$ cat src/rtl/alu_pkg.sv
// Shared types for the ALU result stage.
//   op_e       : ALU opcode encoding (OP_ILL marks the unused, illegal opcode)
//   OVF_U/OVF_S: bit positions inside the 2-bit overflow flag field
//   flag_res_t : flag calculator output (possibly forced result plus status)
package alu_pkg;

  typedef enum logic [2:0] {
    OP_ADD = 3'b000,
    OP_MUL = 3'b001,
    OP_SUB = 3'b010,
    OP_AND = 3'b011,
    OP_OR  = 3'b100,
    OP_XOR = 3'b101,
    OP_NOT = 3'b110,
    OP_ILL = 3'b111
  } op_e;

  localparam int OVF_U = 0;  // unsigned carry / borrow / overflow
  localparam int OVF_S = 1;  // signed overflow

  typedef struct packed {
    logic [31:0] result;
    logic [1:0]  ovf;
    logic        zero;
    logic        err;
  } flag_res_t;

endpackage

$ cat src/rtl/alu_flag_calc.sv
// Combinational status-flag calculator for one ALU transaction.
//   in_opcode, in_a, in_b, in_result : ALU opcode, operands and raw result
//   flags                            : result to store (forced to 0 for the
//                                      illegal opcode), overflow pair, zero, err
module alu_flag_calc
  import alu_pkg::*;
(
  input  logic [2:0]  in_opcode,
  input  logic [15:0] in_a,
  input  logic [15:0] in_b,
  input  logic [31:0] in_result,
  output flag_res_t   flags
);

  always_comb begin
    // NOTE: every output gets a default first so no path leaves one unassigned,
    // which would otherwise infer a latch.
    flags        = '0;
    flags.result = in_result;

    unique case (op_e'(in_opcode))
      OP_ADD: begin
        flags.ovf[OVF_U] = in_result[16];
        flags.ovf[OVF_S] = (in_a[15] == in_b[15]) && (in_result[15] != in_a[15]);
      end
      OP_MUL: begin
        // Unsigned multiply: anything in the upper half means the 16-bit
        // product overflowed; there is no signed interpretation.
        flags.ovf[OVF_U] = |in_result[31:16];
      end
      OP_SUB: begin
        flags.ovf[OVF_U] = (in_a < in_b);
        flags.ovf[OVF_S] = (in_a[15] != in_b[15]) && (in_result[15] != in_a[15]);
      end
      OP_AND, OP_OR, OP_XOR, OP_NOT: begin
        flags.ovf = 2'b00;
      end
      OP_ILL: begin
        flags.result = '0;
        flags.err    = 1'b1;
      end
      default: begin
        flags.ovf = 2'b00;
      end
    endcase

    // Zero is judged on the value actually stored, i.e. after forcing.
    flags.zero = (flags.result == '0);
  end

endmodule

$ cat src/rtl/alu_result_stage.sv
// Result stage behind the 16-bit ALU: captures result, tag and computed
// status flags into an in-order FIFO and presents the head to the consumer.
//   in_valid/in_ready   : upstream handshake; inputs sampled only on push
//   in_opcode/a/b       : ALU opcode and operands (used for flag derivation)
//   in_result, in_tag   : ALU result and transaction tag
//   out_valid/out_ready : consumer handshake for the head entry
//   out_result/tag/...  : head entry fields, all zero while the FIFO is empty
//   count               : current occupancy
//   err_cnt             : saturating count of accepted illegal opcodes
module alu_result_stage
  import alu_pkg::*;
#(
  parameter int DEPTH     = 4,
  parameter int TAG_W     = 4,
  parameter int ERR_CNT_W = 8
) (
  input  logic                     clk,
  input  logic                     rst_n,
  input  logic                     in_valid,
  output logic                     in_ready,
  input  logic [2:0]               in_opcode,
  input  logic [15:0]              in_a,
  input  logic [15:0]              in_b,
  input  logic [31:0]              in_result,
  input  logic [TAG_W-1:0]         in_tag,
  output logic                     out_valid,
  input  logic                     out_ready,
  output logic [31:0]              out_result,
  output logic [TAG_W-1:0]         out_tag,
  output logic [1:0]               out_overflow_flag,
  output logic                     out_zero,
  output logic                     out_err,
  output logic [$clog2(DEPTH):0]   count,
  output logic [ERR_CNT_W-1:0]     err_cnt
);

  localparam int PTR_W = $clog2(DEPTH);
  localparam int CNT_W = PTR_W + 1;
  localparam logic [CNT_W-1:0] DEPTH_C = CNT_W'(DEPTH);

  typedef struct packed {
    logic [31:0]      result;
    logic [TAG_W-1:0] tag;
    logic [1:0]       ovf;
    logic             zero;
    logic             err;
  } entry_t;

  entry_t                 mem_q [DEPTH];
  logic [PTR_W-1:0]       wr_ptr_q, wr_ptr_d;
  logic [PTR_W-1:0]       rd_ptr_q, rd_ptr_d;
  logic [CNT_W-1:0]       count_q, count_d;
  logic [ERR_CNT_W-1:0]   err_cnt_q, err_cnt_d;

  flag_res_t flags;
  entry_t    new_entry;
  entry_t    head;
  logic      push, pop;

  alu_flag_calc u_flag_calc (
    .in_opcode (in_opcode),
    .in_a      (in_a),
    .in_b      (in_b),
    .in_result (in_result),
    .flags     (flags)
  );

  // A full FIFO refuses input even when the head is being popped this cycle;
  // this keeps in_ready independent of out_ready.
  assign in_ready  = (count_q < DEPTH_C);
  assign out_valid = (count_q != '0);
  assign push      = in_valid && in_ready;
  assign pop       = out_valid && out_ready;

  always_comb begin
    new_entry        = '0;
    new_entry.result = flags.result;
    new_entry.tag    = in_tag;
    new_entry.ovf    = flags.ovf;
    new_entry.zero   = flags.zero;
    new_entry.err    = flags.err;
  end

  // Pointers are PTR_W wide with DEPTH a power of two, so +1 wraps naturally.
  always_comb begin
    wr_ptr_d  = wr_ptr_q;
    rd_ptr_d  = rd_ptr_q;
    count_d   = count_q;
    err_cnt_d = err_cnt_q;

    if (push) wr_ptr_d = wr_ptr_q + PTR_W'(1);
    if (pop)  rd_ptr_d = rd_ptr_q + PTR_W'(1);

    unique case ({push, pop})
      2'b10:   count_d = count_q + CNT_W'(1);
      2'b01:   count_d = count_q - CNT_W'(1);
      default: count_d = count_q;
    endcase

    if (push && flags.err && (err_cnt_q != '1)) begin
      err_cnt_d = err_cnt_q + ERR_CNT_W'(1);
    end
  end

  // NOTE: sequential state uses non-blocking assignments so every flop samples
  // the pre-edge values regardless of block ordering.
  always_ff @(posedge clk or negedge rst_n) begin
    if (!rst_n) begin
      wr_ptr_q  <= '0;
      rd_ptr_q  <= '0;
      count_q   <= '0;
      err_cnt_q <= '0;
    end else begin
      wr_ptr_q  <= wr_ptr_d;
      rd_ptr_q  <= rd_ptr_d;
      count_q   <= count_d;
      err_cnt_q <= err_cnt_d;
    end
  end

  // NOTE: the storage array is deliberately not reset; clearing count and
  // pointers already makes every stale entry invisible, and the outputs below
  // are gated to zero while empty.
  always_ff @(posedge clk) begin
    if (push) mem_q[wr_ptr_q] <= new_entry;
  end

  assign head              = mem_q[rd_ptr_q];
  assign out_result        = out_valid ? head.result : '0;
  assign out_tag           = out_valid ? head.tag    : '0;
  assign out_overflow_flag = out_valid ? head.ovf    : '0;
  assign out_zero          = out_valid ? head.zero   : 1'b0;
  assign out_err           = out_valid ? head.err    : 1'b0;
  assign count             = count_q;
  assign err_cnt           = err_cnt_q;

endmodule

$ cat config.mk
export PLATFORM = sky130hd
export DESIGN_NAME = alu_result_stage
export DESIGN_NICKNAME = d
export VERILOG_FILES = /design/src/rtl/alu_pkg.sv /design/src/rtl/alu_flag_calc.sv /design/src/rtl/alu_result_stage.sv
export SDC_FILE = /design/constraint.sdc
export NUM_CORES = 1
export LEC_CHECK = 0
export CAP_MARGIN = 20
export CORE_ASPECT_RATIO = 0.7
export CORE_MARGIN = 2
export CORE_UTILIZATION = 35
export CTS_CLUSTER_SIZE = 30
export DETAILED_ROUTE_END_ITERATION = 10
export PLACE_DENSITY_LB_ADDON = 0.3
export RECOVER_POWER = 50
export SETUP_SLACK_MARGIN = 0.05
export SYNTH_ARGS = -nofsm -noshare
export SYNTH_HDL_FRONTEND = slang
export SYNTH_HIERARCHICAL = 1
export SYNTH_SLANG_ARGS = --single-unit
$ cat constraint.sdc
create_clock -name clk -period 2.8 [get_ports clk]
set_input_delay 0.42 -clock clk [delete_from_list [all_inputs] [get_ports clk]]
set_output_delay 0.42 -clock clk [all_outputs]
set_load 0.05 [all_outputs]
After elaboration in Yosys (flattened, before gate mapping)
Memories as Yosys holds them, arrays and structs flattened.
Index checks and enable logic that the tools add are counted.
{ "totals": {"wordCells": 44, "mem_bits_rw": 160, "memories": 1, "ff_bits": 15} }
{ "mem_list": {"columns": ["name", "depth", "word_bits", "rd", "rd_ports_with_merged_regs", "wr", "line", "source"], "rows": [
  ["mem_q", 4, 40, 1, 0, 1, "alu_result_stage.sv:49", "entry_t mem_q [DEPTH];"]
]} }
{ "classes": {"n_eq_ne": 9, "n_lt_le_gt_ge": 2, "mux": 12, "reduce_logical": 11, "addsub": 5} }
{ "ops": {"columns": ["op", "n"], "rows": [
  ["$mux W32", 2],
  ["$logic_not A32 Y1", 1],
  ["$lt A16 B16 Y1", 1],
  ["$reduce_or A16 Y1", 1],
  ["$add A8 B1 Y8 const B", 1],
  ["$ne A8 B8 Y1 const B", 1],
  ["$logic_and A1 B1 Y1", 6],
  ["$pmux W3 S2", 1],
  ["$mux W1", 5],
  ["$add A2 B1 Y2 const B", 2],
  ["$mux W4", 1],
  ["$add A3 B1 Y3 const B", 1],
  ["$eq A3 B1 Y1 const B", 1],
  ["$eq A3 B2 Y1 const B", 1],
  ["$eq A3 B3 Y1 const B", 1],
  ["$logic_not A3 Y1", 1],
  ["$lt A3 B3 Y1 const B", 1],
  ["$pmux W1 S3", 1],
  ["$reduce_bool A3 Y1", 1],
  ["$sub A3 B1 Y3 const B", 1],
  ["$eq A2 B1 Y1 const B", 1],
  ["$eq A2 B2 Y1 const B", 1],
  ["$mux W2", 1],
  ["$ne A1 B1 Y1", 2],
  ["3 further kinds", 3]
]} }

Depth between registers and ports, before layout
Gate-level depths: netlist (run 1).
{ "depth": {"ltp_word": 4, "ltp_mapped": 9, "ltp_nobuf": 8} }

Modules after synthesis
Netlist (run 1), hierarchy kept.
{ "by_module_without_submodules": {"columns": ["module", "n_inst", "cells_per_inst", "area_each_um2"], "rows": [
  ["alu_result_stage", 1, 335, 6927.9],
  ["alu_flag_calc", 1, 105, 710.7]
]} }

Least setup slack after synthesis (run 1)
OpenSTA, ideal clock, no wires.
{ "synth_path": {"kind": "flip-flop to output port", "start": "reg count_q[0] (netlist: count[0])", "end": "out out_overflow_flag[0]", "arrival_ps": 2121, "slack_ps": 259, "required_ps": 2380, "path_stages_with_launch": 5, "n_path_buf": 2, "cell_sequence": "dfrtp_1 or3_1 clkbuf_1 clkbuf_1 and2_1"} }
{ "synth_via": {"elab_chain_len": 2} }
{ "synth_lines": {"columns": ["element", "line", "source"], "rows": [
  ["start, declared", "alu_result_stage.sv:52", "logic [CNT_W-1:0] count_q, count_d;"],
  ["start signal, assigned", "alu_result_stage.sv:116", "count_q <= count_d;"],
  ["$reduce_bool A3 Y1", "alu_result_stage.sv:71", "assign out_valid = (count_q != '0);"],
  ["via out_valid", "alu_result_stage.sv:26", "output logic out_valid,"],
  ["$mux W2", "alu_result_stage.sv:131", "assign out_overflow_flag = out_valid ? head.ovf : '0;"],
  ["end, declared", "alu_result_stage.sv:30", "output logic [1:0] out_overflow_flag,"]
]} }
The timed path passes the listed nets, and every way through them passes these cells.

Worst setup path after layout (run 1)
{ "layout_path": {"start": "reg count_q[0] (netlist: count[0])", "end": "out out_result[14]"} }
{ "layout_via": {"elab_chain_len": 2} }
{ "layout_lines": {"columns": ["element", "line", "source"], "rows": [
  ["$reduce_bool A3 Y1", "alu_result_stage.sv:71", null],
  ["$mux W32", "alu_result_stage.sv:129", "assign out_result = out_valid ? head.result : '0;"],
  ["end, declared", "alu_result_stage.sv:28", "output logic [31:0] out_result,"]
]} }
No other way between the ends.

==> results of run 1 <==
==> sequential cells by signal, summed over array words and instances, names as in the netlist <==
register	flops
wr_ptr_q	2
err_cnt	8
count	3
rd_ptr_q	2
mem_q	160
==> logic make-up after synthesis <==
| group | share of synthesized area [%] |
|---|---|
| flops | 67.8 |
| simple gates | 9.63 |
| mux | 12.7 |
| buf+inv | 3.18 |
| fa+ha+maj | 3.70 |
| compound gates | 1.90 |
| xor+xnor | 1.03 |
==> path summary, 6_finish.rpt <==
kind | to | slack, ns
min in group clk | count[0] | 0.53
worst min-delay path | count[1] | 0.49
worst max register to register | mem_q[3][19] | 0.69
worst max-delay path | out_result[14] | 0.21
worst min register to register | count[0] | 0.53
max in group asynchronous | rd_ptr_q[0] | 1.78
==> per-layer routing <==
| metal | vias up | part of all wire, % |
|---|---|---|
| li1 | 1986 | - |
| met5 | - | 0 |
| met1 | 2251 | 47 |
| met4 | 0 | 1.6 |
| met2 | 102 | 47 |
| met3 | 19 | 4.5 |
==> cell usage after synthesis, drive strengths merged, types with 2 or more instances <==
cell / instances / area (um2)
nor4: 8 / 50.1
edfxtp: 160 / 4800
ha: 21 / 263
buf: 9 / 111
mux2: 4 / 45.0
nand2: 9 / 33.8
mux4: 40 / 908
xor2: 2 / 17.5
nand4: 2 / 12.5
nor2: 3 / 11.3
o21a: 2 / 15.0
xnor2: 7 / 61.3
dfrtp: 15 / 375
mux2i: 2 / 20.0
inv: 25 / 93.8
nor3: 7 / 35.0
nand3: 5 / 25.0
or3: 3 / 18.8
clkbuf: 10 / 37.5
a21oi: 6 / 30.0
and2: 77 / 482
o21ai: 3 / 15.0
==> worst max-delay path: cells and delay by family (launching register included) <==
kind                   cells  cell delay (ns)
and+or+nand+nor            2             0.79
buffers and inverters      2             0.51
DFF                        1             0.42
==> area by class of cell <==
class                           instances  area (um2)  area share, %
Inverter                               25        93.8          0.958
Sequential cell                       175        5180           52.9
Timing Repair Buffer                  146        1350           13.8
Tap cell                              282         353           3.60
Clock buffer                           18         429           4.38
Multi-Input combinational cell        221        2220           22.6
Clock inverter                         14         168           1.71
Antenna cell                            1        2.50         0.0255
==> metrics by stage <==
stage          area (um2)  total power [mW]  util [%]
2_1_floorplan        7640              6.95         -
3_3_place_gp         9210              8.36      42.7
3_5_place_dp         9210              8.43      42.7
4_1_cts              9830              10.9      45.6
5_1_grt              9800              11.2      45.4
6_report             9800              10.7      45.4
==> power breakdown <==
| group | switching (mW) | internal, mW |
|---|---|---|
| registers | 0.180 | 3.30 |
| logic | 3.04 | 1.80 |
| clock network | 0.984 | 1.40 |
==> summary.md, run 1 <==
| Metric | Value |
|---|---|
| Status | `completed` |
| Cells along the critical path | `or3_2 -> buf_4 -> and2_1 -> buf_4` |
| Most frequent CP cell | `buf_4` |
| Fin. Hold Viols | `0` |
| Cts hold-fix bufs | `0` |
| CP required | `2.38 ns` |
| Met3 usage | `3.56%` |
| Flip-flop and latch count after synthesis | `175` |
| Post-synthesis sequential area ratio | `67.8%` |
| Grt met1 use | `21.7%` |
| Die X | `181 um` |
| Slew Limit Fails | `0` |
| Post-route minimum period | `2.59 ns` |
| IO Port Bufs | `127` |
| Synth-to-Final Area Change | `28.3%` |
| CTS H-tree lvls | `4` |
| Largest stage delay, worst path | `0.56 ns` |
| Pwr dens | `1090 mW/mm2` |
| Synth Area per Inst | `17.4 um2` |
| Num CTS Buffers | `17` |
| First-pass GRT wire length | `26.5 mm` |
| Gpl congestion | `0.820` |
| Setup-failing EPs final | `0` |
| Post-DP HPWL | `11.2 mm` |
| CTS Root Cell | `clkbuf_16` |
| CP max FO | `41` |
| Global-route usage over all layers | `15.5%` |
| Commonest non-fill, non-tap cell in the layout | `edfxtp_1` |
| Routed Antenna Nets | `0` |
| Final cell count without fillers | `882` |
| Startpoint Class | `flip-flop` |
| PostCTS Resize Cnt | `0` |
| Initial core utilization | `35.4%` |
| Vias in the first global route | `4660` |
| Vias | `4358` |
| Later-pin clock latency in the skew report | `0.43 ns` |
| Yosys warns | `6` |
| Max Cap Viol | `0` |
| Initial antenna violation count | `1` |
| Met2 Usage GRT | `23.8%` |
| Syn Inst Count | `440` |
| Final worst slack | `0.210 ns` |
| Wirelength per Cell | `19.5 um` |
| Fraction of registers with async set/reset | `8.57%` |
| Mapped Nets | `537` |
| Most frequent cells in the layout | `edfxtp_1 (160), clkdlybuf4s50_1 (80), buf_4 (51)` |
| CTS tree | `yes` |
| Clk sinks | `175` |
| Row Count | `45` |
| Layout fillers | `1884` |
| Place WS | `0.0198 ns` |
| GR peak layer | `met2` |
| Part of the cycle the worst path needs | `92.5%` |
| Largest net degree at the start of global routing | `42` |
| Setup crit start | `count[0]` |
| Grt ovf | `0` |
| EDFF count, synth | `160` |
| Synth unique cells | `45` |
| Slew margin rel. | `37.3%` |
| TritonRoute pass-1 iters | `4` |
| Crit end category | `output port` |
| Clock slew at reported path FFs | `0.07 ns` |
| P_leak | `3.44 nW` |
| R2R Path Start | `count[2]` |
| CP Class | `flip-flop to output port` |
| DIE HEIGHT | `128 um` |
| CORE AREA | `0.0216 mm2` |
| Worst slew pin tran | `0.940 ns` |
| Nets@finish | `683` |
| Skew final | `0.0104 ns` |
| Hold Slack | `0.487 ns` |
| Placed cell count | `846` |
| WL final | `17.2 mm` |
| Post-CTS setup buffer count | `3` |
| Drt drc | `0` |
| CP max stage cell | `or3_2` |
| Share of post-route cells with drive strength above 1 | `22.7%` |
| DR iter-0 viols | `227` |
| IO Pins | `128` |
| Area of the mapped netlist | `0.00764 mm2` |
| Worst r2r path cells | `4` |
| CP arrival | `2.17 ns` |
| Sum Neg Setup Slack | `0 ns` |
| Die area | `0.0230 mm2` |
| RSZ-0062 raised after global routing | `false` |
| Peak Freq | `386 MHz` |
| Clock buffer depth | `2` |
| Ys flop type | `edfxtp_1` |
| Maximum VDD drop | `0.000725 V` |
| Vias per cell | `4.94` |
| Min-delay worst type | `primary input to asynchronous set/reset pin` |
(Power assumes the default switching activity.)
==> inputs of run 2 (changes only) <==
MAX_ROUTING_LAYER = met4   (was default)
SYNTH_HIERARCHICAL = default   (was 1)
==> summary.md, run 2 <==
| Metric | Value |
|---|---|
| Status | `completed` |
| Slew Limit Fails | `0` |
| Slew margin rel. | `52.9%` |
| P_leak | `3.63 nW` |
| Hold Slack | `0.492 ns` |
| Sw Share | `36.7%` |
| Largest register FFs | `160` |
| Post-DP HPWL | `11.2 mm` |
| Drt drc | `0` |
| IO Pins | `128` |
| RSZ-0062 raised after global routing | `false` |
| Most frequent cells in the layout | `edfxtp_1 (160), clkdlybuf4s50_1 (79), buf_12 (44)` |
| Crit Reg-Reg Endpoint | `count[1]` |
| Mapped Nets | `530` |
| Initial core utilization | `36.0%` |
| CORE AREA | `0.0209 mm2` |
| Most frequent CP cell | `buf_12` |
| Psw | `4.44 mW` |
| Startpoint Class | `flip-flop` |
| Cell taking the most area after synthesis | `edfxtp_1` |
| Syn Inst Count | `433` |
| Internal power | `7.66 mW` |
| Pwr dens | `1180 mW/mm2` |
| Die X | `179 um` |
| DIE HEIGHT | `127 um` |
| Post-CTS setup buffer count | `1` |
| Synth unique cells | `36` |
| PostCTS Resize Cnt | `0` |
| Final worst slack | `0.201 ns` |
| Area of the mapped netlist | `0.00751 mm2` |
| R2R Path Start | `count[1]` |
| Clk pwr share | `20.5%` |
| Vias in the first global route | `4645` |
| Fin. Hold Viols | `0` |
| EDFF count, synth | `160` |
| CP max FO | `12` |
| Most numerous cell in the Yosys netlist | `edfxtp_1` |
| Share of post-route cells with drive strength above 1 | `23.2%` |
| Row Count | `44` |
| Cell family with most CP delay | `flip-flops` |
| Peak Freq | `385 MHz` |
| Cells along the critical path | `buf_12 -> mux4_2 -> and2_1 -> buf_12` |
| Diode count | `0` |
| Synth area leaders | `edfxtp_1 (64%), mux4_2 (12%), and2_1 (6.4%), dfrtp_1 (5.0%), ha_1 (3.5%)` |
| Flip-flop and latch count after synthesis | `175` |
| IO Port Bufs | `127` |
| Comb pwr share | `50.7%` |
| Skew final | `0.00590 ns` |
| Num CTS Buffers | `17` |
| Min-delay worst type | `primary input to asynchronous set/reset pin` |
| WL final | `16.2 mm` |
| Vias | `4264` |
| Commonest non-fill, non-tap cell in the layout | `edfxtp_1` |
| Synth Area per Inst | `17.3 um2` |
| Final cell count without fillers | `867` |
| CP arrival | `2.18 ns` |
| CTS tree | `yes` |
| Fraction of registers with async set/reset | `8.57%` |
| Synth cell count leaders | `edfxtp_1 (160), and2_1 (77), mux4_2 (40), inv_1 (24), ha_1 (21)` |
| Crit end category | `output port` |
| Post-synthesis sequential area ratio | `69.0%` |
| Place WS | `0.156 ns` |
| CP required | `2.38 ns` |
| Biggest register | `mem_q` |
| Clock buffer depth | `2` |
| R2r setup slk | `0.76 ns` |
| Largest stage delay, worst path | `0.60 ns` |
| Flop pwr share | `28.8%` |
| Sum Neg Setup Slack | `0 ns` |
| Synth-to-Final Area Change | `36.5%` |
| Area share of the largest cell type after synthesis | `64.0%` |
| Clock slew at reported path FFs | `0.06 ns` |
| Ys flop type | `edfxtp_1` |
| Cts hold-fix bufs | `0` |
| Die area | `0.0227 mm2` |
| Max Cap Viol | `0` |
| Grt ovf | `0` |
| TritonRoute pass-1 iters | `4` |
| Worst r2r path cells | `6` |
| Worst Path Buf+Inv | `2` |
| Gpl congestion | `0.729` |
| Vias per cell | `4.92` |
| Clk sinks | `175` |
| Global-route usage over all layers | `15.7%` |
| Maximum VDD drop | `0.000893 V` |
| Initial antenna violation count | `0` |
| CP Class | `flip-flop to output port` |
| Wirelength per Cell | `18.7 um` |
| Yosys warns | `0` |
| CTS H-tree lvls | `4` |
| First-pass GRT wire length | `25.6 mm` |
| Routed Antenna Nets | `0` |
| CP max stage cell | `dfrtp_4` |
| CTS Root Cell | `clkbuf_16` |
| Later-pin clock latency in the skew report | `0.42 ns` |
| DR iter-0 viols | `321` |
| Placed cell count | `834` |
| Worst slew pin tran | `0.707 ns` |
| Setup-failing EPs final | `0` |
| Largest net degree at the start of global routing | `42` |
| Setup crit start | `rd_ptr_q[0]` |
| Post-route minimum period | `2.60 ns` |
| Nets@finish | `675` |
| Part of the cycle the worst path needs | `92.8%` |
==> run 2: metal layers <==
metal / vias up / track usage, % / part of all wire, %
li1: 1950 / - / -
met1: 2173 / 21.1 / 45
met3: 12 / 3.75 / 7.1
met4: 0 / 4.16 / 0.82
met5: - / - / 0
met2: 129 / 24.0 / 47
==> run 2: final cells by class <==
type	instances	area, um2
fill	1721	10600
sequential	175	5180
multi-input combinational	216	2160
timing repair buffer	144	1830
clock buffer	17	425
tap	276	345
clock inverter	15	209
inverter	24	90.1
==> run 2: per-stage QoR <==
step | instance area (um2) | total power [mW] | utilization, %
5_1_grt | 10200 | 12.6 | 49.1
3_5_place_dp | 9620 | 9.74 | 46.1
3_3_place_gp | 9620 | 9.68 | 46.1
6_report | 10200 | 12.1 | 49.1
2_1_floorplan | 7510 | 6.84 | -
4_1_cts | 10300 | 12.3 | 49.2
==> run 2: worst reg2reg max path: stages, from the launching register on <==
cell and delay [ns]:
dfrtp_1 0.40, or3_1 0.44, and2_0 0.24, ha_1 0.23, inv_1 0.08, fa_1 0.41, o21ai_0 0.16
==> run 2: worst max path at each step <==
stage                                       to  slack, ns  cells after the start
after floorplan           out_overflow_flag[0]       0.38                      3
after global placement             mem_q[0][2]       0.32                      7
after detailed placement           mem_q[0][1]       0.16                      5
after CTS                        out_result[0]       0.16                      4
after global routing             out_result[0]       0.11                      4
final                            out_result[0]       0.20                      4
==> run 2: logic make-up (layout without fill, tap and decap cells) <==
family	after synthesis	in the layout	synth area share, %
xor+xnor	15	15	1.75
fa+ha+maj	22	22	3.77
simple gates	120	120	9.52
flops	175	175	69.0
buf+inv	42	200	2.30
mux	40	40	12.0
compound gates	19	19	1.68
==> run 2: power groups by stage <==
stage	clock network (mW)	logic, mW	registers (mW)
after CTS	2.56	6.25	3.49
after global routing	2.66	6.45	3.53
final	2.49	6.14	3.48
after detailed placement	0	6.16	3.58
after floorplan	0	3.25	3.59
after global placement	0	6.13	3.55
==> inputs of run 3 (changes only) <==
SLEW_MARGIN = 20   (was default)
==> results of run 3 <==
Same layout as run 2: the final DEF is identical, and so are final timing and power.
